===== config.mk =====
export PLATFORM = sky130hd
export DESIGN_NAME = ex_type_i
export DESIGN_NICKNAME = d
export VERILOG_FILES = /design/src/rtl/ex_type_i.sv
export SDC_FILE = /design/constraint.sdc
export NUM_CORES = 1
export LEC_CHECK = 0
export CAP_MARGIN = 20
export CORE_MARGIN = 2
export CORE_UTILIZATION = 50
export DETAILED_ROUTE_END_ITERATION = 8
export GPL_ROUTABILITY_DRIVEN = 1
export PLACE_DENSITY = 0.79
export SYNTH_ARGS = -nofsm -noshare
export SYNTH_HDL_FRONTEND = slang
export SYNTH_SLANG_ARGS = --single-unit

===== constraint.sdc =====
create_clock -name clk -period 2.7 [get_ports clk]
set_input_delay 0.54 -clock clk [delete_from_list [all_inputs] [get_ports clk]]
set_output_delay 0.54 -clock clk [all_outputs]
set_load 0.02 [all_outputs]

===== src/rtl/ex_type_i.sv =====
// rtl/ex_type_i.sv - OP-IMM execute stage with iterative 1-bit-per-cycle shifter
module ex_type_i #(
    parameter int XLEN    = 32,
    parameter int RADDR_W = 5
) (
    input  logic               clk,
    input  logic               rst,
    input  logic               valid_i,
    output logic               ready_o,
    input  logic               flush_i,
    input  logic [31:0]        inst_i,
    input  logic [XLEN-1:0]    op1_i,
    input  logic [XLEN-1:0]    op2_i,
    input  logic               reg_we_i,
    input  logic [RADDR_W-1:0] reg_waddr_i,
    output logic               valid_o,
    output logic               reg_we_o,
    output logic [RADDR_W-1:0] reg_waddr_o,
    output logic [XLEN-1:0]    reg_wdata_o
);

    localparam logic [6:0] OPC_OP_IMM = 7'b0010011;
    localparam int         SHAMT_W    = 5;

    typedef enum logic {
        S_IDLE,
        S_SHIFT
    } state_t;

    typedef enum logic [1:0] {
        K_SLL,
        K_SRL,
        K_SRA
    } kind_t;

    state_t               r_state;
    kind_t                r_kind;
    logic [SHAMT_W-1:0]   r_cnt;
    logic [XLEN-1:0]      r_sh_data;
    logic                 r_sh_we;
    logic [RADDR_W-1:0]   r_sh_waddr;
    logic                 r_valid;
    logic                 r_we;
    logic [RADDR_W-1:0]   r_waddr;
    logic [XLEN-1:0]      r_wdata;

    logic                 w_is_opimm;
    logic [2:0]           w_funct3;
    logic [SHAMT_W-1:0]   w_shamt;
    logic                 w_is_shift;
    kind_t                w_kind;
    logic                 w_we;
    logic                 w_accept;
    logic [XLEN-1:0]      w_alu_result;
    logic [XLEN-1:0]      w_shift_next;
    logic                 w_unused_bits;

    assign ready_o     = (r_state == S_IDLE);
    assign valid_o     = r_valid;
    assign reg_we_o    = r_we;
    assign reg_waddr_o = r_waddr;
    assign reg_wdata_o = r_wdata;

    assign w_is_opimm = (inst_i[6:0] == OPC_OP_IMM);
    assign w_funct3   = inst_i[14:12];
    assign w_shamt    = op2_i[SHAMT_W-1:0];
    assign w_is_shift = w_is_opimm && ((w_funct3 == 3'b001) || (w_funct3 == 3'b101));
    assign w_kind     = (w_funct3 == 3'b001) ? K_SLL : (inst_i[30] ? K_SRA : K_SRL);
    assign w_we       = reg_we_i && (reg_waddr_i != '0);
    assign w_accept   = valid_i && ready_o && !flush_i;

    assign w_unused_bits = ^{inst_i[31], inst_i[29:15], inst_i[11:7], op2_i[XLEN-1:SHAMT_W]};

    // Shift encodings fall to the default: only reached here when shamt is zero.
    always_comb begin
        w_alu_result = op1_i;
        case (w_funct3)
            3'b000:  w_alu_result = op1_i + op2_i;
            3'b010:  w_alu_result = {{(XLEN-1){1'b0}}, ($signed(op1_i) < $signed(op2_i))};
            3'b011:  w_alu_result = {{(XLEN-1){1'b0}}, (op1_i < op2_i)};
            3'b100:  w_alu_result = op1_i ^ op2_i;
            3'b110:  w_alu_result = op1_i | op2_i;
            3'b111:  w_alu_result = op1_i & op2_i;
            default: w_alu_result = op1_i;
        endcase
    end

    always_comb begin
        w_shift_next = r_sh_data;
        case (r_kind)
            K_SLL:   w_shift_next = {r_sh_data[XLEN-2:0], 1'b0};
            K_SRL:   w_shift_next = {1'b0, r_sh_data[XLEN-1:1]};
            K_SRA:   w_shift_next = {r_sh_data[XLEN-1], r_sh_data[XLEN-1:1]};
            default: w_shift_next = r_sh_data;
        endcase
    end

    always_ff @(posedge clk) begin
        if (!rst) begin
            r_state    <= S_IDLE;
            r_kind     <= K_SLL;
            r_cnt      <= '0;
            r_sh_data  <= '0;
            r_sh_we    <= 1'b0;
            r_sh_waddr <= '0;
            r_valid    <= 1'b0;
            r_we       <= 1'b0;
            r_waddr    <= '0;
            r_wdata    <= '0;
        end else begin
            r_valid <= 1'b0;
            case (r_state)
                S_IDLE: begin
                    if (w_accept) begin
                        if (!w_is_opimm) begin
                            r_valid <= 1'b1;
                            r_we    <= 1'b0;
                            r_waddr <= reg_waddr_i;
                            r_wdata <= '0;
                        end else if (w_is_shift && (w_shamt != '0)) begin
                            r_state    <= S_SHIFT;
                            r_kind     <= w_kind;
                            r_cnt      <= w_shamt;
                            r_sh_data  <= op1_i;
                            r_sh_we    <= w_we;
                            r_sh_waddr <= reg_waddr_i;
                        end else begin
                            r_valid <= 1'b1;
                            r_we    <= w_we;
                            r_waddr <= reg_waddr_i;
                            r_wdata <= w_alu_result;
                        end
                    end
                end
                S_SHIFT: begin
                    // Flush wins over completion: the shift is dropped with no result.
                    if (flush_i) begin
                        r_state <= S_IDLE;
                        r_cnt   <= '0;
                    end else begin
                        r_sh_data <= w_shift_next;
                        r_cnt     <= r_cnt - 1'b1;
                        if (r_cnt == SHAMT_W'(1)) begin
                            r_state <= S_IDLE;
                            r_valid <= 1'b1;
                            r_we    <= r_sh_we;
                            r_waddr <= r_sh_waddr;
                            r_wdata <= w_shift_next;
                        end
                    end
                end
                default: r_state <= S_IDLE;
            endcase
        end
    end

endmodule

=== Word level (Yosys, flattened, before mapping) ===
Cells that the tools add are included.

* Register bits: 85
* Latch bits: 0
* Memory bits (writable): 0
* Bits in read-only memories: 0
* Input port bits: 106
* Output and inout bits: 40
* Logic and storage cells: 94
* Memories: 0

* Add/subtract/negate cells: 2
* $mul: 0
* Div/mod/pow operators: 0
* Magnitude comparators: 2
* Equality and inequality tests: 17
* Shifts and indexed selects: 0
* Muxes and demuxes: 44
* Bitwise operators: 4
* Reductions and logical operators: 15

{| class="wikitable"
|+ Operators with widths
! cell !! count
|-
| two-way mux 32 bit || 9
|-
| case mux 32 bit (6 select lines) || 1
|-
| case mux 32 bit (2 select lines) || 2
|-
| case mux 32 bit (3 select lines) || 1
|-
| less-than comparator 32 bit || 2
|-
| two-way mux 5 bit || 9
|-
| adder 32 bit || 1
|-
| AND 32 bit || 1
|-
| bitwise OR 32 bit || 1
|-
| bitwise XOR 32 bit || 1
|-
| case mux 5 bit (2 select lines) || 2
|-
| two-way mux 1 bit || 15
|-
| == test 3 bit (second input constant) || 4
|-
| AND reduction 4 bit || 3
|-
| nonzero test 5 bit || 2
|-
| != test 2 x 1 -> 1 bit (second input constant) || 4
|-
| == test 7 x 5 -> 1 bit (second input constant) || 1
|-
| == test 3 x 2 -> 1 bit (second input constant) || 2
|-
| case mux 1 bit (2 select lines) || 3
|-
| == test 5 x 1 -> 1 bit (second input constant) || 1
|-
| logical AND 1 bit || 5
|-
| subtractor 5 x 1 -> 5 bit (second input constant) || 1
|-
| two-way mux 2 bit || 2
|-
| == test 3 x 1 -> 1 bit (second input constant) || 1
|-
| other kinds (10) || 10
|}

=== Longest topological paths before layout ===
* Depth in word-level cells: 8
* Depth in mapped cells: 12
* Mapped depth without buffers: 10

=== Least setup slack after synthesis ===
OpenSTA, ideal clock, no wires.

* Kind: input -> register
* Start: in op1_i[21]
* End: reg r_wdata[30] (netlist: reg_wdata_o[30])
* Setup time: 0.073 ns
* Data arrival time: 2.735 ns
* Data required time: 2.627 ns
* Slack: -0.108 ns
* Stages on the path: 11
* Buffers on the path: 1
* Cells stage by stage: inv_1 > ha_1 > buf_6 > inv_4 > nor4_4 > or4b_1 > o31a_1 > o21ai_2 > nand4_1 > mux2_4 > a31oi_4

* Word-level cells in the longest chain between the ends: 6

{| class="wikitable"
|+ Ends and longest elaborated chain
! item !! RTL line !! text
|-
| start: declaration || 12 || <nowiki>input logic [XLEN-1:0] op1_i,</nowiki>
|-
| adder 32 bit || 78 || <nowiki>3'b000: w_alu_result = op1_i + op2_i;</nowiki>
|-
| case mux 32 bit (6 select lines) || 77 || <nowiki>case (w_funct3)</nowiki>
|-
| two-way mux 32 bit || 120 || <nowiki>end else if (w_is_shift && (w_shamt != '0)) begin</nowiki>
|-
| two-way mux 32 bit || 115 || <nowiki>if (!w_is_opimm) begin</nowiki>
|-
| two-way mux 32 bit || 114 || <nowiki>if (w_accept) begin</nowiki>
|-
| case mux 32 bit (2 select lines) || 112 || <nowiki>case (r_state)</nowiki>
|-
| end signal: assignment || 131 || <nowiki>r_wdata <= w_alu_result;</nowiki>
|-
| end signal: assignment || 148 || <nowiki>r_wdata <= w_shift_next;</nowiki>
|-
| end: declaration || 45 || <nowiki>logic [XLEN-1:0] r_wdata;</nowiki>
|}

No other way between the ends. The select of a mux whose other input is x is not followed.
A chain may end at the register's enable or synchronous reset.

=== Worst setup path after layout ===
* Start: in op1_i[7]
* End: reg r_wdata[22] (netlist: reg_wdata_o[22])

The elaborated chain is that of the path after synthesis.

==> run metrics <==
Root Driver clkbuf_16; switching share of power 36.0%; diode count 0; clock power share 30.1%; Final Cell Area 12800 sq um; multi-input logic area 6650 sq um; post-detailed-route count of antenna-violating nets 0; Critical Path Start Type primary input; post-route minimum period 2.71 ns; failing checks DRC, setup timing; Final Hold Viols 0; # IOs 146; slowest CP cell a222oi_1; max-slew violation count 0; largest net degree at the start of global routing 50; hpwl dp 24700 microns; Worst Clk Skew 0.00738 ns; register area 1700 sq um; worst-path maximum fanout 5; Power Density 341 nW/um^2; CP Class in -> reg; Lkg Pwr 5.49 nW; TritonCTS clock tree yes; sequential power share 29.9%; Routed WL per cell 19.8 microns; fill cell count 1228; WL final 34500 microns; Post-synth EDFFs 0; Synth async-reset ratio 0%; Worst Path Arrival 2.94 ns; setup ws final -0.0104 ns; Via density 6.35; share of cells above drive strength 1 30.2%; kind of cell adding the most delay to the critical path compound AO/OA/AOI/OAI gates; Die Width 135 microns; logic gate share of total power 40.0%; Core Area 16700 sq um; Critical Path RT 2.93 ns; Unique masters post-synth 80; Synth Area per Inst 7.26 sq um; vias in the first global route 10.4k; met3 Resource Use GR 7.81%; Initial Util 51.4%; synth-to-layout area growth 48.7%; crit end category register; GR Util met1 45.6%; die area 18200 sq um; slowest stage delay, CP 0.42 ns; Num CTS Buffers 9; Residual DRC 3; worst rel slew slack 56.2%; CTS max path bufs 2; drt pass-1 iters 9; final setup vio count 1; buffers and inverters on the worst path 3; via total after detailed routing 11.1k; DIE HEIGHT 135 microns; Hold Startpoint r_sh_waddr[0]; max frequency 0.369 GHz; R2R Setup Slk 0.48 ns; nets@finish 1725; Inst Count DP 1707; Overall Global Routing Usage 36.5%; Power Internal 0.00279 W; VDD IR max 0.000332 V; status complete, but fails checks; grt ovf 0; Cells after Synth 1183; synthesized flop and latch total 85; Util after Layout 76.5%; Post-synth top flop dfxtp_1; P_sw 0.00157 W; H-Tree Depth 3; Port Buffers 124; register area share after synthesis 19.8%; # rows 47; syn nets 1388; first-pass GRT wire length 52900 microns; DP Area 11800 sq um; worst hold path class reg -> reg; Finished Layout Cells 1745; Final Power 0.00436 W; FF-to-FF Start r_cnt[1]; mapped cell area 8590 sq um; antenna violations before repair 1; Critical Path Start op1_i[7]; Syn. warnings 0; Worst Max-Slew Pin Slew 0.658 ns; # Max-Cap Violations 0; Iter 0 DRT Violations 1484; Clock Latency Late Sink 0.36 ns; Clock Pin Slew Worst Setup and Hold Paths 0.07 ns; worst-path cell chain dlygate4sd2_1, inv_2, ha_4, buf_4, o21a_1, o21ai_4, o211a_1, o31a_1, xnor2_1, a222oi_1, o22ai_1; Top Usage Layer GRT met2; Tcrit/Tclk final 100%; met2 Track Usage GR 59.4%; global placement routability congestion 1.03; Sum Neg Setup Slack -0.0104 ns; clk sinks 85
[per-layer routing]
layer / share of wire, % / vias up
li1: - / 4970
met1: 38 / 5106
met2: 45 / 805
met3: 11 / 195
met4: 5.6 / 2
met5: 0.032 / -
[cells in the mapped netlist (all sizes together), types with 5 or more instances]
| library cell | number | share of area, % |
|---|---|---|
| clkbuf | 67 | 2.9 |
| nor2 | 132 | 5.8 |
| nand2b | 17 | 1.3 |
| ha | 98 | 14 |
| o211ai | 28 | 2.4 |
| a21o | 13 | 1.2 |
| a21oi | 108 | 6.3 |
| buf | 18 | 1.2 |
| nand3 | 9 | 0.52 |
| a222oi | 28 | 3.3 |
| o21ai | 93 | 5.5 |
| a31oi | 14 | 1.2 |
| dfxtp | 85 | 20 |
| nand4 | 9 | 0.66 |
| nor2b | 9 | 0.66 |
| o31ai | 11 | 1.0 |
| o21bai | 6 | 0.52 |
| nor4 | 10 | 0.90 |
| o22ai | 38 | 2.8 |
| nand3b | 6 | 0.52 |
| nand2 | 86 | 3.8 |
| a211oi | 32 | 2.9 |
| o31a | 5 | 0.51 |
| a21boi | 17 | 1.5 |
| mux2i | 19 | 2.2 |
| a22oi | 7 | 0.61 |
| nor3 | 27 | 1.6 |
| xnor2 | 17 | 1.7 |
| and3 | 5 | 0.36 |
| inv | 105 | 4.6 |
[kinds of logic after synthesis]
kind of cell	Yosys count	share of synthesized area, %
AND/OR/NAND/NOR	331	17.9
XOR/XNOR	18	1.84
adder cells (fa/ha/maj)	99	14.5
buffers and inverters	193	9.73
multiplexers	22	2.78
flip-flops	85	19.8
AO/OA/AOI/OAI	435	33.4
[placed cells by master, fill, tap and decap left out, drive strengths merged, types with 5 or more instances in the layout]
cell type	instances
o31a	5
nor2b	9
nand3	9
a31oi	14
nor4	10
xnor2	17
nand3b	6
o21bai	6
a22oi	7
a21o	13
a222oi	28
a21boi	17
inv	110
clkbuf	20
o211ai	28
a21oi	108
a211oi	32
clkdlybuf4s50	78
dlymetal6s2s	10
buf	298
o22ai	38
nor2	132
dfxtp	85
mux2i	19
ha	98
o21ai	93
o31ai	11
and3	5
nand2	86
dlygate4sd2	14
nor3	27
nand2b	17
nand4	9
[state kept, by name, indices dropped and copies added (netlist names)]
name,flops
r_sh_data,32
reg_wdata_o,32
r_cnt,5
r_sh_waddr,5
reg_waddr_o,5
r_kind,2
r_sh_we,1
r_state,1
reg_we_o,1
valid_o,1
[through the flow]
stage	worst slack (ns)	hold slack (ns)
floorplan	-0.108	0.432
global placement	-0.703	0.437
detailed placement	-0.778	0.448
CTS	-0.0203	0.458
global route	-0.0632	0.489
finish	-0.0104	0.460
[area by class of cell]
class / instances / area share [%]
multi-input combinational: 905 / 52.1
timing repair buffer: 413 / 26.9
sequential: 85 / 13.3
inverter: 106 / 3.25
tap: 220 / 2.15
clock buffer: 9 / 1.76
clock inverter: 7 / 0.578
[path summary, 6_finish.rpt]
| check | endpoint | cells after the start |
|---|---|---|
| max | reg_wdata_o[22] | 11 |
| min | r_sh_waddr[0] | 2 |
| max reg2reg | reg_wdata_o[28] | 9 |
| min reg2reg | r_sh_waddr[0] | 2 |
[timing repair]
item,in CTS,in global routing
resized for setup,138,91
hold buffers,0,0
setup buffers,15,10
endpoints found under the setup margin,26,47
pin swaps,22,36
[worst reg2reg max path: cells and delay by family (launching register included)]
| family | cells | cell delay [ns] |
|---|---|---|
| buf+inv | 2 | 0.41 |
| compound gates | 4 | 0.62 |
| fa+ha+maj | 1 | 0.15 |
| simple gates | 2 | 0.64 |
| flops | 1 | 0.33 |
[power by group through the flow]
stage | Clock [W] | Sequential [W] | Combinational (W)
2_1_floorplan | 0 | 0.00137 | 0.000708
5_1_grt | 0.00138 | 0.00131 | 0.00184
3_3_place_gp | 0 | 0.00133 | 0.00148
6_report | 0.00131 | 0.00130 | 0.00174
4_1_cts | 0.00131 | 0.00130 | 0.00160
3_5_place_dp | 0 | 0.00133 | 0.00150
Power figures use the tool's default switching activity.
